===== config.mk =====
export PLATFORM = sky130hd
export DESIGN_NAME = bcd_time_sequencer
export DESIGN_NICKNAME = d
export VERILOG_FILES = /design/src/rtl/bcd_time_sequencer.sv
export SDC_FILE = /design/constraint.sdc
export NUM_CORES = 1
export LEC_CHECK = 0
export ABC_AREA = 1
export BUFFER_PORTS_ARGS = -buffer_cell sky130_fd_sc_hd__buf_2
export CAP_MARGIN = 20
export CORE_MARGIN = 4
export CORE_UTILIZATION = 50
export DETAILED_ROUTE_END_ITERATION = 10
export PLACE_DENSITY = 0.78
export SYNTH_ARGS = -nofsm -noshare
export SYNTH_HDL_FRONTEND = slang
export SYNTH_SLANG_ARGS = --single-unit

===== constraint.sdc =====
create_clock -name clk -period 1.3 [get_ports clk]
set_input_delay 0 -clock clk [delete_from_list [all_inputs] [get_ports clk]]
set_output_delay 0 -clock clk [all_outputs]
set_load 0.05 [all_outputs]

===== src/rtl/bcd_time_sequencer.sv =====
// Time-of-day sequencer: ripples BCD sec/min/hour through one shared external incrementer.
// Optional build macro BCD_SEQ_SEC_CLEAR_EN: setting min or hour also clears sec.
module bcd_time_sequencer #(
  parameter logic [15:0] MAX_SEC  = 16'h0059,
  parameter logic [15:0] MAX_MIN  = 16'h0059,
  parameter logic [15:0] MAX_HOUR = 16'h0023
) (
  input  logic        clk,
  input  logic        rst,
  input  logic        tick_1hz,
  input  logic        set_req,
  input  logic [1:0]  set_sel,
  input  logic [15:0] inc_out,
  output logic [15:0] inc_in,
  output logic [15:0] inc_max,
  output logic [15:0] sec,
  output logic [15:0] min,
  output logic [15:0] hour,
  output logic        busy,
  output logic        day_pulse,
  output logic        set_ack,
  output logic        tick_lost
);

  typedef enum logic [2:0] {S_IDLE, S_SEC, S_MIN, S_HOUR, S_SET} state_t;

  state_t     state, state_nxt;
  logic       tick_pend, tick_pend_nxt;
  logic       set_pend, set_pend_nxt;
  logic [1:0] sel_pend, sel_pend_nxt;
  logic [1:0] sel_act, sel_act_nxt;
  logic       lost_now;
  logic       wrap;

  assign wrap = (inc_out == 16'h0000);

  always_comb begin
    state_nxt     = state;
    tick_pend_nxt = tick_pend | tick_1hz;
    lost_now      = tick_pend & tick_1hz;
    set_pend_nxt  = set_pend | set_req;
    sel_pend_nxt  = set_req ? set_sel : sel_pend;
    sel_act_nxt   = sel_act;
    case (state)
      S_IDLE: begin
        // A tick always wins; an arriving tick is served directly instead of being queued.
        if (tick_pend || tick_1hz) begin
          state_nxt     = S_SEC;
          tick_pend_nxt = tick_pend & tick_1hz;
          lost_now      = 1'b0;
        end else if (set_pend || set_req) begin
          state_nxt    = S_SET;
          set_pend_nxt = 1'b0;
          sel_act_nxt  = set_req ? set_sel : sel_pend;
        end
      end
      S_SEC:   state_nxt = wrap ? S_MIN : S_IDLE;
      S_MIN:   state_nxt = wrap ? S_HOUR : S_IDLE;
      S_HOUR:  state_nxt = S_IDLE;
      S_SET:   state_nxt = S_IDLE;
      default: state_nxt = S_IDLE;
    endcase
  end

  always_comb begin
    inc_in  = 16'h0000;
    inc_max = 16'h0000;
    case (state)
      S_SEC:  begin inc_in = sec;  inc_max = MAX_SEC;  end
      S_MIN:  begin inc_in = min;  inc_max = MAX_MIN;  end
      S_HOUR: begin inc_in = hour; inc_max = MAX_HOUR; end
      S_SET: begin
        case (sel_act)
          2'd0:    begin inc_in = sec;  inc_max = MAX_SEC;  end
          2'd1:    begin inc_in = min;  inc_max = MAX_MIN;  end
          2'd2:    begin inc_in = hour; inc_max = MAX_HOUR; end
          default: begin inc_in = 16'h0000; inc_max = 16'h0000; end
        endcase
      end
      default: begin inc_in = 16'h0000; inc_max = 16'h0000; end
    endcase
  end

  always_ff @(posedge clk) begin
    if (rst) begin
      state     <= S_IDLE;
      busy      <= 1'b0;
      tick_pend <= 1'b0;
      set_pend  <= 1'b0;
      sel_pend  <= 2'd0;
      sel_act   <= 2'd0;
      tick_lost <= 1'b0;
      day_pulse <= 1'b0;
      set_ack   <= 1'b0;
      sec       <= 16'h0000;
      min       <= 16'h0000;
      hour      <= 16'h0000;
    end else begin
      state     <= state_nxt;
      busy      <= (state_nxt != S_IDLE);
      tick_pend <= tick_pend_nxt;
      set_pend  <= set_pend_nxt;
      sel_pend  <= sel_pend_nxt;
      sel_act   <= sel_act_nxt;
      tick_lost <= tick_lost | lost_now;
      day_pulse <= (state == S_HOUR) && wrap;
      set_ack   <= (state == S_SET);
      case (state)
        S_SEC:  sec  <= inc_out;
        S_MIN:  min  <= inc_out;
        S_HOUR: hour <= inc_out;
        S_SET: begin
          case (sel_act)
            2'd0:    sec  <= inc_out;
            2'd1:    min  <= inc_out;
            2'd2:    hour <= inc_out;
            default: ;
          endcase
`ifdef BCD_SEQ_SEC_CLEAR_EN
          if (sel_act == 2'd1 || sel_act == 2'd2)
            sec <= 16'h0000;
`endif
        end
        default: ;
      endcase
    end
  end

endmodule


Word level (Yosys, flattened, before mapping)

Cells that the tools add are included.

Bits in registers: 61
Word-level logic and storage cells: 65
Input port bits: 22

Bitwise logic cells: 5
Multiplexer cells: 23
Eq/ne operators: 9
Reduce and logical (&&, ||, !) cells: 16

Operator list:

| cell               | count |
|---|---|
| $pmux 16 s2        | 3 |
| $pmux 16 s4        | 1 |
| $mux 16            | 3 |
| $pmux 16 s3        | 1 |
| $pmux 7 s3         | 1 |
| $logic_not 16->1   | 1 |
| $pmux 7 s2         | 1 |
| $pmux 3 s3         | 1 |
| $mux 1             | 7 |
| $eq 3x2->1 const B | 2 |
| $mux 2             | 3 |
| $mux 3             | 2 |
| $ne 2x1->1 const B | 3 |
| $reduce_and 2->1   | 3 |
| $reduce_bool 2->1  | 3 |
| $reduce_or 2->1    | 2 |
| $eq 3x1->1 const B | 1 |
| $eq 3x3->1 const B | 1 |
| $logic_not 3->1    | 1 |
| $or 1x1->1         | 3 |
| $reduce_and 3->1   | 1 |
| $reduce_bool 3->1  | 1 |
| $eq 2x1->1 const B | 1 |
| $eq 2x2->1 const B | 1 |
| 5 further kinds    | 6 |

Logic depth before layout (Yosys ltp)

Depth after elaboration: 5
Depth in mapped cells: 9
Mapped depth without buffers: 8

Worst setup path after synthesis

Ideal clock, no wire load.

Path type: register to output
From: register state[0]
To: output inc_max[4]
Setup slack: -902 ps
Data required time: 1300 ps
Arrival: 2202 ps
Stages on the path, launching flop included: 7
Buffers on the path: 1
Cells stage by stage: dfxtp_1 inv_2 nand2_4 nor2_8 inv_1 o21ai_0 buf_4

Word-level cells in the longest chain between the ends: 3
Elaborated cells on any way between the ends: 6
Those cells by class: eq/ne: 4; mux: 1; reduce/logical: 1

Ends and longest elaborated chain:

| element                                         | line | RTL |
|---|---|---|
| from (decl)                                     | 27   | `state_t state, state_nxt;` |
| from (signal assigned)                          | 99   | `state <= state_nxt;` |
| $eq 3x2->1 / $eq 3x1->1 (equally long branches) | 68   | `case (state)` |
| $reduce_or 2->1 (no line)                       | --   |  |
| $pmux 7 s3 (*)                                  | 68   |  |
| to (decl)                                       | 15   | `output logic [15:0] inc_max,` |

Mark *: on every way between the ends. The rest lies on a longest branch, timed or not.

Worst setup path in the final report

From: register sel_act[0]
To: output inc_in[4]

Word-level cells in the longest chain between the ends: 3
Elaborated cells on any way between the ends: 5
Those cells by class: eq/ne: 2; mux: 2; reduce/logical: 1

Ends and longest elaborated chain:

| element                            | line | RTL |
|---|---|---|
| from (decl)                        | 31   | `logic [1:0] sel_act, sel_act_nxt;` |
| from (signal assigned)             | 104  | `sel_act <= sel_act_nxt;` |
| $eq 2x2->1 (tied with other cells) | 73   | `case (sel_act)` |
| $pmux 16 s3 (*)                    | 73   |  |
| $pmux 16 s4 (*)                    | 68   |  |
| to (decl)                          | 14   | `output logic [15:0] inc_in,` |

Marks and branches as above.

==> impl_metrics.tcl <==
set metrics [dict create \
    cp.arrival_ps 1740 \
    via_per_inst 5.96 \
    yosysSeqAreaShare 0.406 \
    p_comb_frac 0.276 \
    antenna_cells 0 \
    end_kind "output port" \
    utilization 0.874 \
    cellInternalPower_mw 3.56 \
    setup_viol 67 \
    cts_max_path_buffers 2 \
    grt_pass1_wl_um 18800 \
    status "complete, but fails checks" \
    clock_latency_ps 360 \
    synth_area_mm2 0.00301 \
    hp-class "primary input to register" \
    finClkSkew_ps 14.2 \
    yosys_warnings 0 \
    dp_hpwl_um 7080 \
    power_switching_mw 1.95 \
    synth_largest_area_cell "dfxtp_1" \
    start_kind "register" \
    gp_congestion 0.909 \
    critical_path.top_delay_family "buffers and inverters" \
    fillers 252 \
    cp_slowest_cell "dfxtp_2" \
    p_leak_nw 2.43 \
    rows 27 \
    powerDensity_mw_per_mm2 1110 \
    first_iter_violations 585 \
    crit_buf_inv 4 \
    avgSynthCellArea_um2 6.41 \
    switching_share 0.353 \
    dp.cells 652 \
    critPathLaunch "sel_act[0]" \
    coreArea_mm2 0.00568 \
    hold_viol_final 0 \
    netlist_instances 469 \
    cts_sinks 61 \
    wirelength_um 13800 \
    r2r_setup_slack_ps -300 \
    grt_usage 0.330 \
    grt.overflow.total 0 \
    antenna_found_initial 0 \
    peakVddDrop_v 0.000947 \
    crit_type "register to output port" \
    port_buffers 95 \
    power_frac_clock 0.349 \
    cap_violations 0 \
    cts_buffers 9 \
    grt_max_degree 31 \
    htreeDepth 3 \
    hold_depth 6 \
    cp_max_fo 7 \
    ant_nets 0 \
    tritoncts "done" \
    synthTopCellsByArea "dfxtp_1, nor2_1, nand2_1, o21ai_0, buf_4" \
    maxClockFrequency_mhz 574 \
    fp.dieH_um 85.5 \
    hp-start "set_sel[1]" \
    die-area_mm2 0.00732 \
    wire_per_inst_um 19.7 \
    cts_root_buffer "clkbuf_8" \
    rsz0062_at_grt "true" \
    fp.dieW_um 85.5 \
    vias 4165 \
    yosys.area.top_type_share 0.406 \
    syn_to_final_growth_pct 65.0 \
    fin_nets 645 \
    slowest_delay_ps 330 \
    synth.distinct_cells 26 \
    violations "negative setup slack" \
    ios 106 \
    rr_worst_depth 11 \
    start_util 0.530 \
    route.detailed.drc 0 \
    holdPathEnd "sel_pend[1]" \
    min_period_ps 1740 \
    slew_viol_final 0 \
    final_cells 699 \
    r2r_start "state[1]" \
    synth_seq_cells 61 \
    fin_ws_ps -444 \
    r2r-end "min[10]" \
    drive_gt1_frac 0.423 \
    firstDrtPassIters 6 \
    pwr-share-seq 0.375 \
    period_share 1.34 \
    grt_pass1_vias 3711 \
    required_ps 1300 \
    cp_cell_sequence "inv_2 > nand2_2 > inv_2 > buf_4 > nand2_1 > a21oi_2 > nor2_2 > nand2_2 > buf_8" \
    path_clk_slew_ps 70 \
]
## synth_stat cells, drive strengths merged
cell type  number
conb            1
o211ai          2
a22oi           2
nand2         126
a31oi           1
nand3b          1
o21ai          56
nand4           1
o21a            2
nor2          132
clkbuf          6
dfxtp          61
buf            26
inv            26
a21oi          16
nand3           7
nor3            3
## kinds of logic after synthesis
logic type      count (synthesis)  share of synthesized area
buf+inv                        58                     0.0995
compound gates                 79                      0.138
simple gates                  270                      0.355
other cells                     1                    0.00125
flops                          61                      0.406
## power groups by stage
stage	clock (mW)	combinational, mW	sequential (mW)
after detailed placement	0	1.19	2.09
after CTS	1.87	1.34	2.05
after floorplan	0	0.580	2.34
after global routing	2.02	1.57	2.07
final	1.92	1.52	2.07
after global placement	0	1.17	2.09
## worst register-to-register path, delay by kind of cell (launching register included)
family	cells	cell delay (ps)
buffers and inverters	5	490
AND/OR/NAND/NOR	6	630
flip-flops	1	370
## timing repair
item                                   4_1_cts  5_1_grt
pin swaps                                    4       14
hold buffers                                17        0
gates resized for setup                    104       78
setup endpoints to repair                   24       72
endpoints found under the hold margin       55        0
gates cloned                                 1        1
setup buffers                                7        9
## worst max-delay path by stage
stage	end	slack [ps]	depth (start not counted)
2_1_floorplan	inc_max[0]	-10	6
5_1_grt	inc_in[4]	-510	9
3_5_place_dp	inc_in[8]	-90	9
6_report	inc_in[4]	-440	9
3_3_place_gp	inc_in[4]	-50	9
4_1_cts	inc_in[7]	-320	9
## area by class of cell
| cell class | instances | area, µm² | area share |
|---|---|---|---|
| Clock inverter | 4 | 72.6 | 0.0146 |
| Sequential cell | 61 | 1230 | 0.249 |
| Clock buffer | 11 | 141 | 0.0285 |
| Multi-Input combinational cell | 359 | 1850 | 0.373 |
| Timing Repair Buffer | 166 | 1460 | 0.294 |
| Inverter | 26 | 115 | 0.0232 |
| Tap cell | 72 | 90.1 | 0.0182 |
## stage by stage
stage / hold slack [ps] / cell area [µm²] / TNS, ps / worst slack, ps / total power, mW
final: 37.2 / 4960 / -13810 / -444 / 5.51
after global routing: 68.4 / 4960 / -16900 / -510 / 5.67
after CTS: 42.9 / 4640 / -5730 / -323 / 5.27
after detailed placement: 292 / 3840 / -1020 / -90.9 / 3.28
after global placement: 281 / 3840 / -510 / -48.8 / 3.26
after floorplan: 135 / 3100 / -11.7 / -11.7 / 2.92
## routing by layer
metal	vias to the layer above	part of all wire	wire, µm	track usage
met5	-	0	0	0
met4	0	0.067	922	0.193
met3	128	0.13	1830	0.0720
met2	422	0.46	6380	0.531
met1	1856	0.34	4670	0.406
li1	1759	-	-	-
## flip-flops by register name, summed over array words and instances (netlist names)
signal and cells:
state 3, day_pulse 1, set_ack 1, sec 16, min 16, tick_lost 1, set_pend 1, sel_act 2
busy 1, tick_pend 1, hour 16, sel_pend 2
## placed cells by master (no fill, tap or decap), types with 2 or more instances in the layout
cell type	n
nand2_1	100
nor2_1	97
buf_2	73
dfxtp_1	56
o21ai_0	41
nor2_2	30
buf_4	28
nand2_2	22
buf_6	20
dlygate4sd3_1	17
buf_8	17
inv_1	14
o21ai_1	12
a21oi_2	10
conb_1	10
clkbuf_8	10
buf_12	9
inv_2	6
inv_4	5
nand2_4	4
nor2_4	4
nand3_4	3
a21oi_4	3
a21oi_1	3
dfxtp_2	3
o21ai_4	2
a22oi_2	2
o211ai_1	2
nand3_2	2
o21a_1	2
nand3_1	2
nor3_1	2
bufinv_16	2
dfxtp_4	2
Note: power is estimated with default switching activity, not from simulation.
